File: src/rtl/seq_divider_if.sv
// rtl/seq_divider_if.sv - start/busy/done handshake and operand/result bundle for seq_divider
interface seq_divider_if #(
  parameter int WIDTH = 16
);
  logic                 start;
  logic [2*WIDTH-1:0]   dividend;
  logic [WIDTH-1:0]     divisor;
  logic                 busy;
  logic                 done;
  logic [WIDTH-1:0]     quotient;
  logic [WIDTH-1:0]     remainder;
  logic                 div_by_zero;
  logic                 overflow;

  modport master (
    output start, dividend, divisor,
    input  busy, done, quotient, remainder, div_by_zero, overflow
  );

  modport slave (
    input  start, dividend, divisor,
    output busy, done, quotient, remainder, div_by_zero, overflow
  );
endinterface

File: src/rtl/seq_divider.sv
// rtl/seq_divider.sv - restoring divider, 2W/W -> W quotient and W remainder, one bit per clock
module seq_divider #(
  parameter int WIDTH = 16
) (
  input  logic          clk,
  input  logic          rst_n,
  seq_divider_if.slave  bus
);
  localparam int CW = $clog2(WIDTH);

  typedef enum logic [1:0] {IDLE, CALC, DONE} state_t;

  state_t           state;
  logic [WIDTH-1:0] r_q;
  logic [WIDTH-1:0] q_q;
  logic [WIDTH-1:0] dvs_q;
  logic [CW-1:0]    cnt;

  logic [WIDTH:0]   r_sh;
  logic [WIDTH:0]   trial;
  logic [WIDTH-1:0] r_next;
  logic [WIDTH-1:0] q_next;

  // r_q always holds a value below the divisor, so the shifted partial remainder
  // fits in WIDTH+1 bits and the trial MSB is a clean sign bit.
  always_comb begin
    r_sh   = {r_q, q_q[WIDTH-1]};
    trial  = r_sh - {1'b0, dvs_q};
    r_next = trial[WIDTH] ? r_sh[WIDTH-1:0] : trial[WIDTH-1:0];
    q_next = {q_q[WIDTH-2:0], ~trial[WIDTH]};
  end

  always_ff @(posedge clk or negedge rst_n) begin
    if (!rst_n) begin
      state           <= IDLE;
      r_q             <= '0;
      q_q             <= '0;
      dvs_q           <= '0;
      cnt             <= '0;
      bus.busy        <= 1'b0;
      bus.done        <= 1'b0;
      bus.quotient    <= '0;
      bus.remainder   <= '0;
      bus.div_by_zero <= 1'b0;
      bus.overflow    <= 1'b0;
    end else begin
      bus.done <= 1'b0;
      case (state)
        IDLE, DONE: begin
          if (bus.start) begin
            dvs_q           <= bus.divisor;
            bus.div_by_zero <= (bus.divisor == '0);
            bus.overflow    <= (bus.divisor != '0) &&
                               (bus.dividend[2*WIDTH-1:WIDTH] >= bus.divisor);
            if ((bus.divisor == '0) || (bus.dividend[2*WIDTH-1:WIDTH] >= bus.divisor)) begin
              // Saturated result; quotient cannot be represented.
              bus.quotient  <= '1;
              bus.remainder <= bus.dividend[WIDTH-1:0];
              bus.done      <= 1'b1;
              bus.busy      <= 1'b0;
              state         <= DONE;
            end else begin
              r_q      <= bus.dividend[2*WIDTH-1:WIDTH];
              q_q      <= bus.dividend[WIDTH-1:0];
              cnt      <= '0;
              bus.busy <= 1'b1;
              state    <= CALC;
            end
          end else begin
            state <= IDLE;
          end
        end
        CALC: begin
          r_q <= r_next;
          q_q <= q_next;
          cnt <= cnt + 1'b1;
          if (cnt == CW'(WIDTH - 1)) begin
            bus.quotient  <= q_next;
            bus.remainder <= r_next;
            bus.busy      <= 1'b0;
            bus.done      <= 1'b1;
            state         <= DONE;
          end
        end
        default: state <= IDLE;
      endcase
    end
  end
endmodule

File: src/flat_wrapper.sv
// flat-port wrapper written by rule: the top's interface ports become plain ports
module seq_divider_flat 
#(
  parameter int WIDTH = 16
)
  (clk, rst_n, bus_start, bus_dividend, bus_divisor, bus_busy, bus_done, bus_quotient, bus_remainder, bus_div_by_zero, bus_overflow);
  seq_divider_if #(.WIDTH(WIDTH)) bus_i ();
  input  logic clk;
  input  logic rst_n;
  input wire logic [$bits(bus_i.start)-1:0] bus_start;
  input wire logic [$bits(bus_i.dividend)-1:0] bus_dividend;
  input wire logic [$bits(bus_i.divisor)-1:0] bus_divisor;
  output wire logic [$bits(bus_i.busy)-1:0] bus_busy;
  output wire logic [$bits(bus_i.done)-1:0] bus_done;
  output wire logic [$bits(bus_i.quotient)-1:0] bus_quotient;
  output wire logic [$bits(bus_i.remainder)-1:0] bus_remainder;
  output wire logic [$bits(bus_i.div_by_zero)-1:0] bus_div_by_zero;
  output wire logic [$bits(bus_i.overflow)-1:0] bus_overflow;
  assign bus_i.start = bus_start;
  assign bus_i.dividend = bus_dividend;
  assign bus_i.divisor = bus_divisor;
  assign bus_busy = bus_i.busy;
  assign bus_done = bus_i.done;
  assign bus_quotient = bus_i.quotient;
  assign bus_remainder = bus_i.remainder;
  assign bus_div_by_zero = bus_i.div_by_zero;
  assign bus_overflow = bus_i.overflow;
  seq_divider #(.WIDTH(WIDTH)) u_core (.clk(clk), .rst_n(rst_n), .bus(bus_i));
endmodule
File: config.mk
export PLATFORM = sky130hd
export DESIGN_NAME = seq_divider_flat
export DESIGN_NICKNAME = d
export VERILOG_FILES = /design/src/rtl/seq_divider_if.sv /design/src/rtl/seq_divider.sv /design/src/flat_wrapper.sv
export SDC_FILE = /design/constraint.sdc
export NUM_CORES = 1
export LEC_CHECK = 0
export CAP_MARGIN = 20
export CORE_UTILIZATION = 31
export DETAILED_ROUTE_END_ITERATION = 8
export PLACE_DENSITY = 0.54
export SLEW_MARGIN = 20
export SYNTH_ARGS = -nofsm -noshare
export SYNTH_HDL_FRONTEND = slang
export SYNTH_SLANG_ARGS = --single-unit
File: constraint.sdc
create_clock -name clk -period 3.4 [get_ports clk]
set_clock_uncertainty 0.15 [all_clocks]
set_input_delay 0.51 -clock clk [delete_from_list [all_inputs] [get_ports clk]]
set_output_delay 0.51 -clock clk [all_outputs]
set_load 0.005 [all_outputs]
==> flow_summary_export.csv <==
group,metric,value,unit
worst_setup_path,critPathArrivalTime,3360,ps
placement,port-buffer-count,86,
drt,wl_per_cell,17.52,µm
sta,setup_viol,0,
logic_synthesis,yosysUniqueCellTypes,56,
worst_setup_path,crit_chain,"ha_1 -> fa_2 -> nor2b_1 -> o31a_1 -> o221ai_4 -> a21o_1 -> buf_4 -> a311o_1 -> a211oi_4 -> nor2_1 -> mux2_2",
layout,final_cell_mix,"dfrtp_1, clkdlybuf4s50_1, buf_4",
clock_tree,clock_latency,350,ps
worst_setup_path,worstPathMaxFanout,4,
global_route,grt_max_degree,78,
floorplanning,die-area,17690,µm²
sta,hold_viol_final,0,
sta,setup_tns,0,ps
sta,slew_headroom,47.86,%
clock_tree,cts-root-buf,"clkbuf_16",
logic_synthesis,synth_nets,623,
worst_setup_path,critPathKind,"flop to flop",
floorplanning,boundaryPins,87,
floorplanning,die_y,133,µm
job,cap_violations,0,
worst_setup_path,worst_setup_path_start_kind,"flop",
clock_tree,cts_buffers,9,
clock_tree,cts_tree,"yes",
logic_synthesis,synth_warnings,0,
drt,drcViolationCount,0,
floorplanning,core,16640,µm²
drt,detail-route-antenna-nets,0,
placement,pre_cts_ws,-470.9,ps
placement,dp_hpwl,10.92,mm
global_route,grt_pass1_vias,4635,
placement,place_congestion,0.8344,
drt,drtIter0Drc,210,
layout,diodes,0,
logic_synthesis,netlist_area,5320,µm²
power_and_ir_drop,p_leak,3.182,nW
logic_synthesis,synth_seq_cells,90,
layout,syn_to_final_growth,37.77,%
global_route,overflow,0,
clock_tree,cts_hold_buf,0,
worst_setup_path,cp_slowest_cell,"dfrtp_1",
logic_synthesis,avgSynthCellArea,9.889,µm²
clock_tree,clock-sinks,90,
sta,slew_viol_final,0,
drt,drt_pre_antenna_iters,5,
clock_tree,h-tree-depth,3,
run_status,status,"finished clean",
clock_tree,clkTransAtPathRegs,70,ps
floorplanning,start_util,31.97,%
logic_synthesis,async_reset_ff_share,100.0,%
drt,via_per_inst,5.079,
clock_tree,cts.path.max_buffers,2,
worst_setup_path,cp_num_buf_inv,1,
layout,final_common_cell,"dfrtp_1",
global_route,antenna_found_initial,0,
sta,rsz0062_at_grt,"false",
logic_synthesis,synth_edf_count,0,
worst_setup_path,worst_ep_required_time,3490,ps
worst_setup_path,cp_top_family,"compound AO/OA/AOI/OAI gates",
worst_setup_path,r2r_slack,130,ps
layout,stdcell_count,891,
layout,postLayoutCoreUtil,44.04,%
layout,nets,752,
global_route,grt_use_total,17.60,%
sta,fmax,305.7,MHz
sta,final.min_clock_period,3271,ps
logic_synthesis,synth_cells,538,
power_and_ir_drop,power,8.465,mW
sta,layout_setup_ws,129.1,ps
sta,period_share,96.20,%
placement,dp.cells,865,
sta,worst_pin_slew,782.1,ps
worst_setup_path,end_kind,"flop",
logic_synthesis,synth_ff_type,"dfrtp_1",
floorplanning,chipWidth,133,µm
power_and_ir_drop,ir_drop,0.4384,mV
min_path,hold_class,"primary input to asynchronous set/reset pin",
drt,wl,15.61,mm
worst_setup_path,critPathMaxStageDelay,380,ps
logic_synthesis,yosysSeqAreaShare,42.33,%
drt,num_vias,4525,
global_route,grt_pass1_wl,24.20,mm
floorplanning,rows,47,
layout,layout-drive-gt1-share,18.93,%
power_and_ir_drop,power_per_cell_area,1155,nW/µm²
## path summary, 6_finish.rpt
check | start | to | cells after the start
hold reg to reg | u_core.bus.div_by_zero | u_core.bus.div_by_zero | 2
min in group clk | bus_dividend[16] | u_core.r_q[0] | 3
setup reg to reg | u_core.dvs_q[0] | u_core.bus.remainder[14] | 11
max in group asynchronous | rst_n | u_core.bus.remainder[1] | 2
hold / removal | rst_n | u_core.bus.quotient[12] | 1
setup / recovery | u_core.dvs_q[0] | u_core.bus.remainder[14] | 11
## Yosys cell counts (all sizes together) (15+ instances only)
cell | number | area [µm²]
dfrtp | 90 | 2252
o21ai | 25 | 125.1
nand2b | 22 | 137.6
o21a | 21 | 157.7
o221a | 15 | 168.9
a21oi | 24 | 120.1
mux2 | 30 | 337.8
clkbuf | 21 | 78.83
nor2 | 46 | 172.7
ha | 33 | 412.9
mux2i | 15 | 150.1
inv | 39 | 146.4
nand2 | 41 | 153.9
## where the power goes
group	switching, mW	internal [mW]
Sequential	0.306	1.61
Combinational	2.79	2.81
Clock	0.438	0.512
Total	3.53	4.93
## routing by layer
metal  part of all wire [%]  vias to the layer above  track usage (%)
met5                      0                        -                0
met4                    1.5                        0            5.492
met3                    5.7                       16            4.215
met2                     48                      119            28.04
met1                     45                     2196            23.47
li1                       -                     2194                -
## stage by stage
stage	cell area, µm²	hold slack (ps)
after floorplan	5320	64.41
after global placement	6755	323.7
after detailed placement	6755	323.7
after CTS	7077	68.96
after global routing	7330	84.04
final	7330	41.83
## final cells by class
class | instances | area [µm²]
timing repair buffer | 146 | 1451
tap | 220 | 275.3
clock buffer | 11 | 242.7
multi-input combinational | 381 | 2933
fill | 1573 | 9313
sequential | 90 | 2252
clock inverter | 4 | 28.78
inverter | 39 | 146.4
## timing repair
| item | in CTS | in global routing |
|---|---|---|
| pin swaps | 2 | 7 |
| endpoints found under the setup margin | 43 | 63 |
| setup buffers | 0 | 6 |
| gates resized for setup | 7 | 21 |
| gates cloned | 1 | 4 |
## worst register-to-register path: stages, from the launching register on
cell      delay [ps]
dfrtp_1          380
ha_1             240
fa_2             370
nor2b_1          150
o31a_1           260
o221ai_4         180
a21o_1           250
buf_4            180
a311o_1          340
a211oi_4         300
nor2_1            90
mux2_2           260
## registers in the layout, indices dropped and copies added, names as in the netlist, 2 cells and up
name and cells:
u_core.q_q 16, u_core.cnt 4, u_core.bus.remainder 16, u_core.r_q 16, u_core.dvs_q 16, u_core.bus.quotient 16
u_core.state 2
## cell families (layout without fill, tap and decap cells)
| kind of cell | after synthesis | count (layout) | synth area share, % |
|---|---|---|---|
| buffers and inverters | 68 | 200 | 5.362 |
| flip-flops | 90 | 90 | 42.33 |
| adder cells (fa/ha/maj) | 34 | 34 | 8.137 |
| AND/OR/NAND/NOR | 148 | 148 | 13.26 |
| AO/OA/AOI/OAI | 144 | 145 | 20.25 |
| multiplexers | 45 | 45 | 9.172 |
| XOR/XNOR | 9 | 9 | 1.482 |
Note: power is estimated with default switching activity, not from simulation.
